`src/rtl/rf_pkg.sv`:
```
// Shared register-file types: widths of the 4x16 register file and the
// {addr, data} write-request bundle used by queue entries and the RF write port.
package rf_pkg;

    localparam int RF_ADDR_W   = 2;
    localparam int RF_DATA_W   = 16;
    localparam int RF_NUM_REGS = 4;

    typedef struct packed {
        logic [RF_ADDR_W-1:0] addr;
        logic [RF_DATA_W-1:0] data;
    } rf_wr_req_t;

endpackage

```
`src/rtl/rf_write_queue_if.sv`:
```
// Request, register-file write and forwarding signals of the write queue.
// The slave modport is the queue; the master modport is its environment.
interface rf_write_queue_if
    import rf_pkg::*;
#(
    parameter int DEPTH  = 4,
    parameter int ADDR_W = RF_ADDR_W,
    parameter int DATA_W = RF_DATA_W,
    localparam int CNT_W = $clog2(DEPTH) + 1
) ();

    logic              in_valid;
    logic              in_ready;
    logic [ADDR_W-1:0] in_addr;
    logic [DATA_W-1:0] in_data;

    logic              drain_en;
    logic              rf_write;
    logic [ADDR_W-1:0] rf_addr3;
    logic [DATA_W-1:0] rf_data3;

    logic [ADDR_W-1:0] fwd_addr1;
    logic [ADDR_W-1:0] fwd_addr2;
    logic              fwd_hit1;
    logic [DATA_W-1:0] fwd_data1;
    logic              fwd_hit2;
    logic [DATA_W-1:0] fwd_data2;

    logic [CNT_W-1:0]  count;
    logic              empty;
    logic              full;

    modport slave (
        input  in_valid, in_addr, in_data, drain_en, fwd_addr1, fwd_addr2,
        output in_ready, rf_write, rf_addr3, rf_data3,
               fwd_hit1, fwd_data1, fwd_hit2, fwd_data2, count, empty, full
    );

    modport master (
        output in_valid, in_addr, in_data, drain_en, fwd_addr1, fwd_addr2,
        input  in_ready, rf_write, rf_addr3, rf_data3,
               fwd_hit1, fwd_data1, fwd_hit2, fwd_data2, count, empty, full
    );

endinterface

```
`src/rtl/rf_fwd_match.sv`:
```
// Newest-first search of the occupied queue entries for one read address;
// returns the value of the youngest pending write to that register.
module rf_fwd_match
    import rf_pkg::*;
#(
    parameter int DEPTH  = 4,
    localparam int PTR_W = $clog2(DEPTH),
    localparam int CNT_W = PTR_W + 1
) (
    input  rf_wr_req_t           entries_i [DEPTH],
    input  logic [PTR_W-1:0]     head_i,
    input  logic [CNT_W-1:0]     count_i,
    input  logic [RF_ADDR_W-1:0] addr_i,
    output logic                 hit_o,
    output logic [RF_DATA_W-1:0] data_o
);

    // NOTE: every output gets a default before the loop so no latch is inferred.
    // Walking oldest to newest lets a younger match overwrite an older one.
    always_comb begin
        hit_o  = 1'b0;
        data_o = '0;
        for (int i = 0; i < DEPTH; i++) begin
            if (CNT_W'(i) < count_i &&
                entries_i[head_i + PTR_W'(i)].addr == addr_i) begin
                hit_o  = 1'b1;
                data_o = entries_i[head_i + PTR_W'(i)].data;
            end
        end
    end

endmodule

```
`src/rtl/rf_write_queue.sv`:
```
// Circular FIFO of pending register-file writes: drains one entry per cycle into
// the RF write port and forwards the newest pending value on both read addresses.
module rf_write_queue
    import rf_pkg::*;
#(
    parameter int DEPTH  = 4,
    parameter int ADDR_W = RF_ADDR_W,
    parameter int DATA_W = RF_DATA_W
) (
    input  logic          clk,
    input  logic          reset,
    rf_write_queue_if.slave bus
);

    localparam int PTR_W = $clog2(DEPTH);
    localparam int CNT_W = PTR_W + 1;

    rf_wr_req_t       entries_q [DEPTH];
    logic [PTR_W-1:0] head_q, head_d;
    logic [PTR_W-1:0] tail_q, tail_d;
    logic [CNT_W-1:0] count_q, count_d;
    logic             full, empty, enq, deq;

    always_comb begin
        full    = (count_q == CNT_W'(DEPTH));
        empty   = (count_q == '0);
        enq     = bus.in_valid && !full;
        deq     = bus.drain_en && !empty;
        head_d  = deq ? head_q + PTR_W'(1) : head_q;
        tail_d  = enq ? tail_q + PTR_W'(1) : tail_q;
        count_d = count_q;
        unique case ({enq, deq})
            2'b10:   count_d = count_q + CNT_W'(1);
            2'b01:   count_d = count_q - CNT_W'(1);
            default: count_d = count_q;
        endcase
    end

    // NOTE: sequential state uses non-blocking assignments only, so every
    // register samples the pre-edge values computed above.
    always_ff @(posedge clk) begin
        if (reset) begin
            head_q  <= '0;
            tail_q  <= '0;
            count_q <= '0;
            // NOTE: the entry array is cleared on reset so stale data can never
            // appear on rf_addr3/rf_data3 or the forwarding outputs.
            for (int i = 0; i < DEPTH; i++) begin
                entries_q[i] <= '0;
            end
        end else begin
            head_q  <= head_d;
            tail_q  <= tail_d;
            count_q <= count_d;
            if (enq) begin
                entries_q[tail_q] <= '{addr: bus.in_addr, data: bus.in_data};
            end
        end
    end

    assign bus.in_ready = !full;
    assign bus.rf_write = deq;
    assign bus.rf_addr3 = empty ? ADDR_W'(0) : entries_q[head_q].addr;
    assign bus.rf_data3 = empty ? DATA_W'(0) : entries_q[head_q].data;
    assign bus.count    = count_q;
    assign bus.empty    = empty;
    assign bus.full     = full;

    // A write enqueued this cycle is not yet in entries_q, so it is not forwarded.
    rf_fwd_match #(.DEPTH(DEPTH)) u_fwd1 (
        .entries_i (entries_q),
        .head_i    (head_q),
        .count_i   (count_q),
        .addr_i    (bus.fwd_addr1),
        .hit_o     (bus.fwd_hit1),
        .data_o    (bus.fwd_data1)
    );

    rf_fwd_match #(.DEPTH(DEPTH)) u_fwd2 (
        .entries_i (entries_q),
        .head_i    (head_q),
        .count_i   (count_q),
        .addr_i    (bus.fwd_addr2),
        .hit_o     (bus.fwd_hit2),
        .data_o    (bus.fwd_data2)
    );

endmodule

```
`src/flat_wrapper.sv`:
```
// flat-port wrapper written by rule: the top's interface ports become plain ports
module rf_write_queue_flat import rf_pkg::*;
#(
    parameter int DEPTH  = 4,
    parameter int ADDR_W = RF_ADDR_W,
    parameter int DATA_W = RF_DATA_W
)
  (clk, reset, bus_in_valid, bus_in_addr, bus_in_data, bus_drain_en, bus_fwd_addr1, bus_fwd_addr2, bus_in_ready, bus_rf_write, bus_rf_addr3, bus_rf_data3, bus_fwd_hit1, bus_fwd_data1, bus_fwd_hit2, bus_fwd_data2, bus_count, bus_empty, bus_full);
  rf_write_queue_if #(.DEPTH(DEPTH), .ADDR_W(ADDR_W), .DATA_W(DATA_W)) bus_i ();
  input  logic clk;
  input  logic reset;
  input wire logic [$bits(bus_i.in_valid)-1:0] bus_in_valid;
  input wire logic [$bits(bus_i.in_addr)-1:0] bus_in_addr;
  input wire logic [$bits(bus_i.in_data)-1:0] bus_in_data;
  input wire logic [$bits(bus_i.drain_en)-1:0] bus_drain_en;
  input wire logic [$bits(bus_i.fwd_addr1)-1:0] bus_fwd_addr1;
  input wire logic [$bits(bus_i.fwd_addr2)-1:0] bus_fwd_addr2;
  output wire logic [$bits(bus_i.in_ready)-1:0] bus_in_ready;
  output wire logic [$bits(bus_i.rf_write)-1:0] bus_rf_write;
  output wire logic [$bits(bus_i.rf_addr3)-1:0] bus_rf_addr3;
  output wire logic [$bits(bus_i.rf_data3)-1:0] bus_rf_data3;
  output wire logic [$bits(bus_i.fwd_hit1)-1:0] bus_fwd_hit1;
  output wire logic [$bits(bus_i.fwd_data1)-1:0] bus_fwd_data1;
  output wire logic [$bits(bus_i.fwd_hit2)-1:0] bus_fwd_hit2;
  output wire logic [$bits(bus_i.fwd_data2)-1:0] bus_fwd_data2;
  output wire logic [$bits(bus_i.count)-1:0] bus_count;
  output wire logic [$bits(bus_i.empty)-1:0] bus_empty;
  output wire logic [$bits(bus_i.full)-1:0] bus_full;
  assign bus_i.in_valid = bus_in_valid;
  assign bus_i.in_addr = bus_in_addr;
  assign bus_i.in_data = bus_in_data;
  assign bus_i.drain_en = bus_drain_en;
  assign bus_i.fwd_addr1 = bus_fwd_addr1;
  assign bus_i.fwd_addr2 = bus_fwd_addr2;
  assign bus_in_ready = bus_i.in_ready;
  assign bus_rf_write = bus_i.rf_write;
  assign bus_rf_addr3 = bus_i.rf_addr3;
  assign bus_rf_data3 = bus_i.rf_data3;
  assign bus_fwd_hit1 = bus_i.fwd_hit1;
  assign bus_fwd_data1 = bus_i.fwd_data1;
  assign bus_fwd_hit2 = bus_i.fwd_hit2;
  assign bus_fwd_data2 = bus_i.fwd_data2;
  assign bus_count = bus_i.count;
  assign bus_empty = bus_i.empty;
  assign bus_full = bus_i.full;
  rf_write_queue #(.DEPTH(DEPTH), .ADDR_W(ADDR_W), .DATA_W(DATA_W)) u_core (.clk(clk), .reset(reset), .bus(bus_i));
endmodule
```
`config.mk`:
```
export PLATFORM = sky130hd
export DESIGN_NAME = rf_write_queue_flat
export DESIGN_NICKNAME = d
export VERILOG_FILES = /design/src/rtl/rf_pkg.sv /design/src/rtl/rf_write_queue_if.sv /design/src/rtl/rf_fwd_match.sv /design/src/rtl/rf_write_queue.sv /design/src/flat_wrapper.sv
export SDC_FILE = /design/constraint.sdc
export NUM_CORES = 1
export LEC_CHECK = 0
export ABC_AREA = 1
export CORE_MARGIN = 2
export CORE_UTILIZATION = 35
export DETAILED_ROUTE_END_ITERATION = 10
export PLACE_DENSITY = 0.64
export SLEW_MARGIN = 0
export SYNTH_ARGS = -nofsm -noshare
export SYNTH_HDL_FRONTEND = slang
export SYNTH_SLANG_ARGS = --single-unit
```
`constraint.sdc`:
```
create_clock -name clk -period 3.25 [get_ports clk]
set_clock_uncertainty 0.1 [all_clocks]
set_input_delay 0.8125 -clock clk [delete_from_list [all_inputs] [get_ports clk]]
set_output_delay 0.8125 -clock clk [all_outputs]
set_load 0.05 [all_outputs]
```
==> results.ini, run 1 <==
[outcome]
violations=DRC
status=finished, violations left

[sta]
period_share_pct=98.0
max_freq_mhz=314
tightest_slew_ns=0.644
min_period_ns=3.18
finalSetupViolations=0
slew_viol_final=0
finalWorstSetupSlack_ns=0.0660
relSlewSlack_pct=57.1
rsz0062_at_grt=true
finalHoldViolations=0

[cells_and_area]
utilization_pct=49.8
fin_nets=1229
instances_no_fill=1428
multi_input_area_sq_um=4280
drive_above_1_share_pct=18.8
seq_area_sq_um=1590
diodes=0
fillerInstances=1731
area_delta_synth_final_pct=38.8

[synth]
syn_area_sq_um=6490
synth-xor-area-share_pct=1.33
syn_inst=1102
synth_top_family_by_area=simple AND/OR/NAND/NOR gates
synth_adder_area_share_pct=1.74
synth.avg_cell_area_sq_um=5.89
synthMuxAreaShare_pct=0
synthSimpleGateAreaFrac_pct=40.0
synth_compound_area_share_pct=20.1
synth_seq_cells=79
yosysWarnings=0
synthesis.nets=1137
synth_cell_types=34
seq_area_frac_synth_pct=24.4

[drt]
antenna_left=0
wirelength_um=21700
via_per_inst=5.31
drt-wirelength-per-cell_um=15.2
drt-pass1-iter-count=9
vias=7582
drt_iter0_markers=1139
drc=3

[floorplan]
boundaryPins=85
rows=49
fp.dieH_um=140
start_util_pct=35.9
core_sq_um=18100
die_w_um=140
dieArea_sq_um=19600

[power]
power_mw=8.41
p_leak_nw=3.89
vdd_drop_max_uv=441
p_per_area_nw_per_um2=934

[setup_path]
critPathKind=in -> out
r2r_end=u_core.entries_q[54]
start_kind=input pin
reg2reg_slack_ns=1.07
crit_path_end_kind=output pin
ff2ff_path_depth=8
r2r_start=u_core.bus.count[1]
path_max_fanout=10
worstPathArrival_ns=2.27
startpoint=bus_fwd_addr1[0]
worstPathRequired_ns=2.34
endpoint=bus_fwd_data1[4]

[global_routing]
grt_pass1_vias=6462
overflow=0
grt_pass1_wl_um=34300
grt_antenna_before_repair=0
grt_start_max_net_pins=79
grt_use_total_pct=21.5

[place]
dp_cells=1392
dp_hpwl_um=15800
gp_congestion=0.908
dpl_worst_slack_ns=-0.171
io_buffers=84

[clocking]
cts_root_buffer=clkbuf_16
cts_max_level=3
clkTransAtPathRegs_ns=0.06
cts_tree=yes
cts_buffers=9
insertion_delay_ns=0.34
cts_buffer_depth=2
cts.sinks=79

[hold_path]
hp-class=reg -> reg

[job]
drv_cap=0

-- placed cells by master (no fill, tap or decap), types with 3 or more instances in the layout --
master             n
dlygate4sd2_1      4
buf_8              3
o21ai_2            4
o21ai_0          103
ha_1               9
nand2_4            6
nand3_2           12
inv_1             97
a211oi_1          37
xor2_1             3
nand4_1           35
inv_2              3
inv_4              3
buf_12            63
nor2_4             3
nor2_1            66
a21oi_1           55
buf_4             54
clkdlybuf4s50_1   25
buf_6              7
a21oi_2            3
nand3_1          126
clkbuf_16          9
nand2_1          302
nand2_2           30
nand3_4            3
o21ai_1           30
dfxtp_1           76
-- through the flow --
| step | setup TNS, ns | hold slack (ns) | instance area (sq um) |
|---|---|---|---|
| 6_report | 0 | 0.375 | 9000 |
| 5_1_grt | -0.313 | 0.392 | 9000 |
| 4_1_cts | 0 | 0.377 | 8880 |
| 3_5_place_dp | -3.61 | 0.368 | 8270 |
| 3_3_place_gp | -2.52 | 0.361 | 8270 |
| 2_1_floorplan | -2.03 | 0.347 | 6500 |
-- synthesized netlist by cell type --
cell | count | area [sq um]
a211oi_1 | 37 | 278
a21oi_1 | 58 | 290
a21oi_2 | 1 | 8.76
a21oi_4 | 1 | 16.3
buf_1 | 6 | 22.5
buf_2 | 27 | 135
buf_4 | 3 | 22.5
buf_6 | 9 | 101
clkbuf_1 | 35 | 131
clkinv_1 | 1 | 3.75
dfxtp_1 | 79 | 1580
ha_1 | 9 | 113
inv_1 | 100 | 375
inv_2 | 2 | 7.51
inv_4 | 2 | 12.5
nand2_1 | 325 | 1220
nand2_2 | 11 | 68.8
nand2_4 | 2 | 22.5
nand3_1 | 133 | 666
nand3_2 | 4 | 40.0
nand3_4 | 2 | 35.0
nand4_1 | 35 | 219
nand4_4 | 1 | 21.3
nor2_1 | 66 | 248
nor2_2 | 2 | 12.5
nor2_4 | 2 | 22.5
nor3_1 | 4 | 20.0
o21a_1 | 2 | 15.0
o21ai_0 | 122 | 611
o21ai_1 | 13 | 65.1
o21ai_2 | 2 | 17.5
xor2_1 | 3 | 26.3
xor2_2 | 2 | 32.5
xor2_4 | 1 | 27.5
-- worst max-delay path: stages --
cell,delay [ns]
dlygate4sd2_1,0.28
buf_4,0.17
xor2_4,0.29
nand2_2,0.09
buf_4,0.19
nand3_1,0.12
nand2_1,0.06
nand2_1,0.10
buf_12,0.14
-- worst min path at each step --
stage | startpoint | cells past startpoint | end
2_1_floorplan | u_core.entries_q[37] | 2 | u_core.entries_q[37]
3_3_place_gp | u_core.entries_q[25] | 2 | u_core.entries_q[25]
3_5_place_dp | u_core.entries_q[29] | 2 | u_core.entries_q[29]
4_1_cts | u_core.entries_q[29] | 2 | u_core.entries_q[29]
5_1_grt | u_core.entries_q[26] | 2 | u_core.entries_q[26]
6_report | u_core.entries_q[29] | 2 | u_core.entries_q[29]
-- per-layer routing --
| metal | track usage, % | share of wire [%] |
|---|---|---|
| met3 | 4.44 | 8.1 |
| met2 | 31.0 | 41 |
| met1 | 32.2 | 48 |
| met4 | 6.06 | 2.2 |
| met5 | 0 | 0 |
-- power breakdown --
| part | switching (mW) | leakage (nW) | internal, mW |
|---|---|---|---|
| clock network | 0.388 | 0.149 | 0.615 |
| registers | 0.0905 | 0.645 | 1.07 |
| logic | 3.83 | 3.10 | 2.41 |
| total | 4.31 | 3.89 | 4.10 |
-- kinds of logic after synthesis --
logic type | count (synthesis)
AOI/OAI and AO/OA | 236
xor gates and xnor gates | 6
adders and majority gates | 9
buffers and inverters | 185
DFF | 79
and+or+nand+nor | 587
-- layout make-up --
type,count,area share (%)
multi-input combinational,840,47.5
timing repair buffer,159,23.8
sequential,79,17.7
inverter,105,4.54
tap,229,3.18
clock buffer,11,2.70
clock inverter,5,0.639
-- sequential cells by signal, indices dropped and copies added, names as in the netlist --
register	count
u_core.entries_q	72
u_core.tail_q	2
u_core.head_q	2
u_core.bus.count	3
-- timing repair --
action                     in CTS  in global routing
setup endpoints to repair      34                 35
buffers inserted               11                  3
resized for setup              47                 48
hold buffers                    0                  0
gates cloned                    5                  1
pin swaps                      13                  7
Note: power is estimated with default switching activity, not from simulation.
==> run 2: changes to the inputs <==
--- a/config.mk
+++ b/config.mk
@@ -6,7 +6,7 @@
 export NUM_CORES = 1
 export LEC_CHECK = 0
 export ABC_AREA = 1
-export CORE_MARGIN = 2
+export CORE_MARGIN = 10
 export CORE_UTILIZATION = 35
 export DETAILED_ROUTE_END_ITERATION = 10
 export PLACE_DENSITY = 0.64
==> run 2 against run 1 <==
Effect of this change: the flow now finishes without violations; die area increased by 24%; sequential power about the same; sequential cell count unchanged; global-route usage decreased by 3.4 points; power increased by 0.21%; final area increased by 1.3%; critical path depth increased by 4; critical path type is now reg -> out.
==> results.ini, run 2 (synthesized netlist as in run 1, its figures left out) <==
[power]
p_per_area_nw_per_um2=924  ; -1.1%
p_seq_share_pct=13.7  ; about the same
power_mw=8.42  ; +0.21%
p_comb_share_pct=75.3  ; +1.1 points
swShare_pct=51.4  ; +0.14 points
p_int_mw=4.09  ; about the same
vdd_drop_max_uv=375  ; -15%
p_sw_mw=4.33  ; +0.49%
pwr-share-clk_pct=10.9  ; -1.0 points
p_leak_nw=3.93  ; +0.93%

[global_routing]
grt_use_total_pct=18.1  ; -3.4 points
grt_antenna_before_repair=0  ; unchanged
overflow=0  ; unchanged
grt_pass1_wl_um=36600  ; +6.6%
grt_start_max_net_pins=79  ; unchanged
grt_pass1_vias=6837  ; +5.8%

[floorplan]
dieArea_sq_um=24400  ; +24%
fp.dieH_um=156  ; +11%
start_util_pct=35.9  ; unchanged
boundaryPins=85  ; unchanged
die_w_um=156  ; +11%
rows=49  ; unchanged
core_sq_um=18100  ; unchanged

[sta]
tns_ns=0  ; unchanged
min_period_ns=3.17  ; -0.0100 ns
period_share_pct=97.7  ; -0.31 points
finalHoldViolations=0  ; unchanged
finalSetupViolations=0  ; unchanged
slew_viol_final=0  ; unchanged
max_freq_mhz=315  ; +0.32%
rsz0062_at_grt=true
relSlewSlack_pct=49.4  ; -7.6 points
finalWorstSetupSlack_ns=0.0760  ; +0.0100 ns
tightest_slew_ns=0.757  ; +0.113 ns

[drt]
drc=0  ; -3
antenna_left=0  ; unchanged
drt-pass1-iter-count=5  ; -4
via_per_inst=5.30  ; about the same
vias=7570  ; -0.16%
drt-wirelength-per-cell_um=15.8  ; +4.0%
drt_iter0_markers=757  ; -34%
wirelength_um=22600  ; +3.9%

[outcome]
status=completed

[setup_path]
crit_path_top_delay_cell=dfxtp_4
worstPathRequired_ns=2.34  ; about the same
crit_path_end_kind=output pin
cp_common_cell=nand2_1
worstPathArrival_ns=2.26  ; about the same
path_cells=buf_4 > nand2_1 > nand2_2 > nand2_1 > nand2_4 > xor2_4 > nand4_4 > buf_12 > nand2_1 > inv_1 > nand2_1 > nand2_1 > buf_12
start_kind=register
path_max_fanout=7  ; -3
path_buf_inv=4  ; unchanged
critPathKind=reg -> out
max_stage_delay_ns=0.41  ; +0.12 ns
reg2reg_slack_ns=1.04  ; -0.03 ns
worst_path_dominant_cell_family=simple AND/OR/NAND/NOR gates

[cells_and_area]
drive_above_1_share_pct=19.9  ; +1.2 points
mostFrequentLayoutCell=nand2_1
fillerInstances=1780  ; +2.8%
fin_nets=1231  ; +0.16%
fin_area_sq_um=9120  ; +1.3%
area_delta_synth_final_pct=40.5
diodes=0  ; unchanged
largest_reg_flops=72  ; unchanged
largest_register=u_core.entries_q
mostFrequentLayoutCells=294 x nand2_1, 126 x nand3_1, 98 x inv_1

[clocking]
cts_buffer_depth=2  ; unchanged
cts_max_level=3  ; unchanged
clkTransAtPathRegs_ns=0.05  ; about the same
cts.sinks=79  ; unchanged
cts_tree=yes
hold_buffers=0  ; unchanged
cts_root_buffer=clkbuf_16
insertion_delay_ns=0.32  ; -0.02 ns
cts_buffers=9  ; unchanged

[hold_path]
hp-class=reg -> reg

[place]
post_dp_cell_area_sq_um=8260  ; about the same
io_buffers=84  ; unchanged
dpl_worst_slack_ns=-0.142  ; +0.0292 ns
gp_congestion=0.890  ; -1.9%
dp_hpwl_um=16500  ; +4.0%

[job]
drv_cap=0  ; unchanged

## run 2: cell count changes in the layout (fill, tap and decap cells not counted), moves of 4 or more
| cell | previous run | this run |
|---|---|---|
| buf_6 | 7 | 11 |
| nand2_1 | 302 | 294 |
| nand2_2 | 30 | 36 |
| o21ai_0 | 103 | 93 |
| o21ai_1 | 30 | 34 |
| o21ai_2 | 4 | 9 |
## run 2: what timing repair did
action	4_1_cts	5_1_grt
endpoints found under the setup margin	34	35
buffers inserted	12	7
gates resized for setup	54	77
cloned	4	1
pin swaps	8	10
## run 2: metrics by stage
| stage | cells | hold WS [ns] | util [%] |
|---|---|---|---|
| detailed placement | 1390 | 0.365 | 45.7 |
| floorplan | 1102 | 0.347 | - |
| global route | 1427 | 0.386 | 50.4 |
| CTS | 1419 | 0.376 | 48.9 |
| global placement | 1390 | 0.358 | 45.7 |
| finish | 1427 | 0.375 | 50.4 |
## run 2: path summary, 6_finish.rpt
kind	startpoint	end	depth (start not counted)
min	u_core.entries_q[28]	u_core.entries_q[28]	2
max reg2reg	u_core.bus.count[1]	u_core.entries_q[67]	8
max	u_core.head_q[0]	bus_fwd_data1[9]	13
min reg2reg	u_core.entries_q[28]	u_core.entries_q[28]	2
## run 2: layout make-up
cell class	count	area, sq um	share of cell area [%]
inverters	105	409	4.49
clock inverters	1	5.00	0.0549
well taps	229	287	3.14
clock buffers	12	267	2.92
flip-flops and latches	79	1590	17.4
repair buffers	162	2190	24.1
multi-input cells	839	4370	47.9
## run 2: per-layer routing
metal,track usage (%),vias to the layer above,part of all wire [%]
li1,-,3839,-
met1,26.4,3378,47
met2,26.4,314,42
met3,3.06,39,8.0
met4,5.39,0,2.4
met5,0,-,0
## run 2: power groups by stage
stage          Clock [mW]  Combinational, mW  Sequential, mW
6_report            0.922               6.34            1.16
5_1_grt             0.973               6.78            1.17
4_1_cts             0.939               6.06            1.15
3_5_place_dp            0               5.78            1.18
3_3_place_gp            0               5.75            1.17
2_1_floorplan           0               3.38            1.19
## run 2: worst min-delay path, stage by stage, from the launching register on
cell	delay, ns
dfxtp_1	0.31
nand2_1	0.06
a21oi_1	0.05
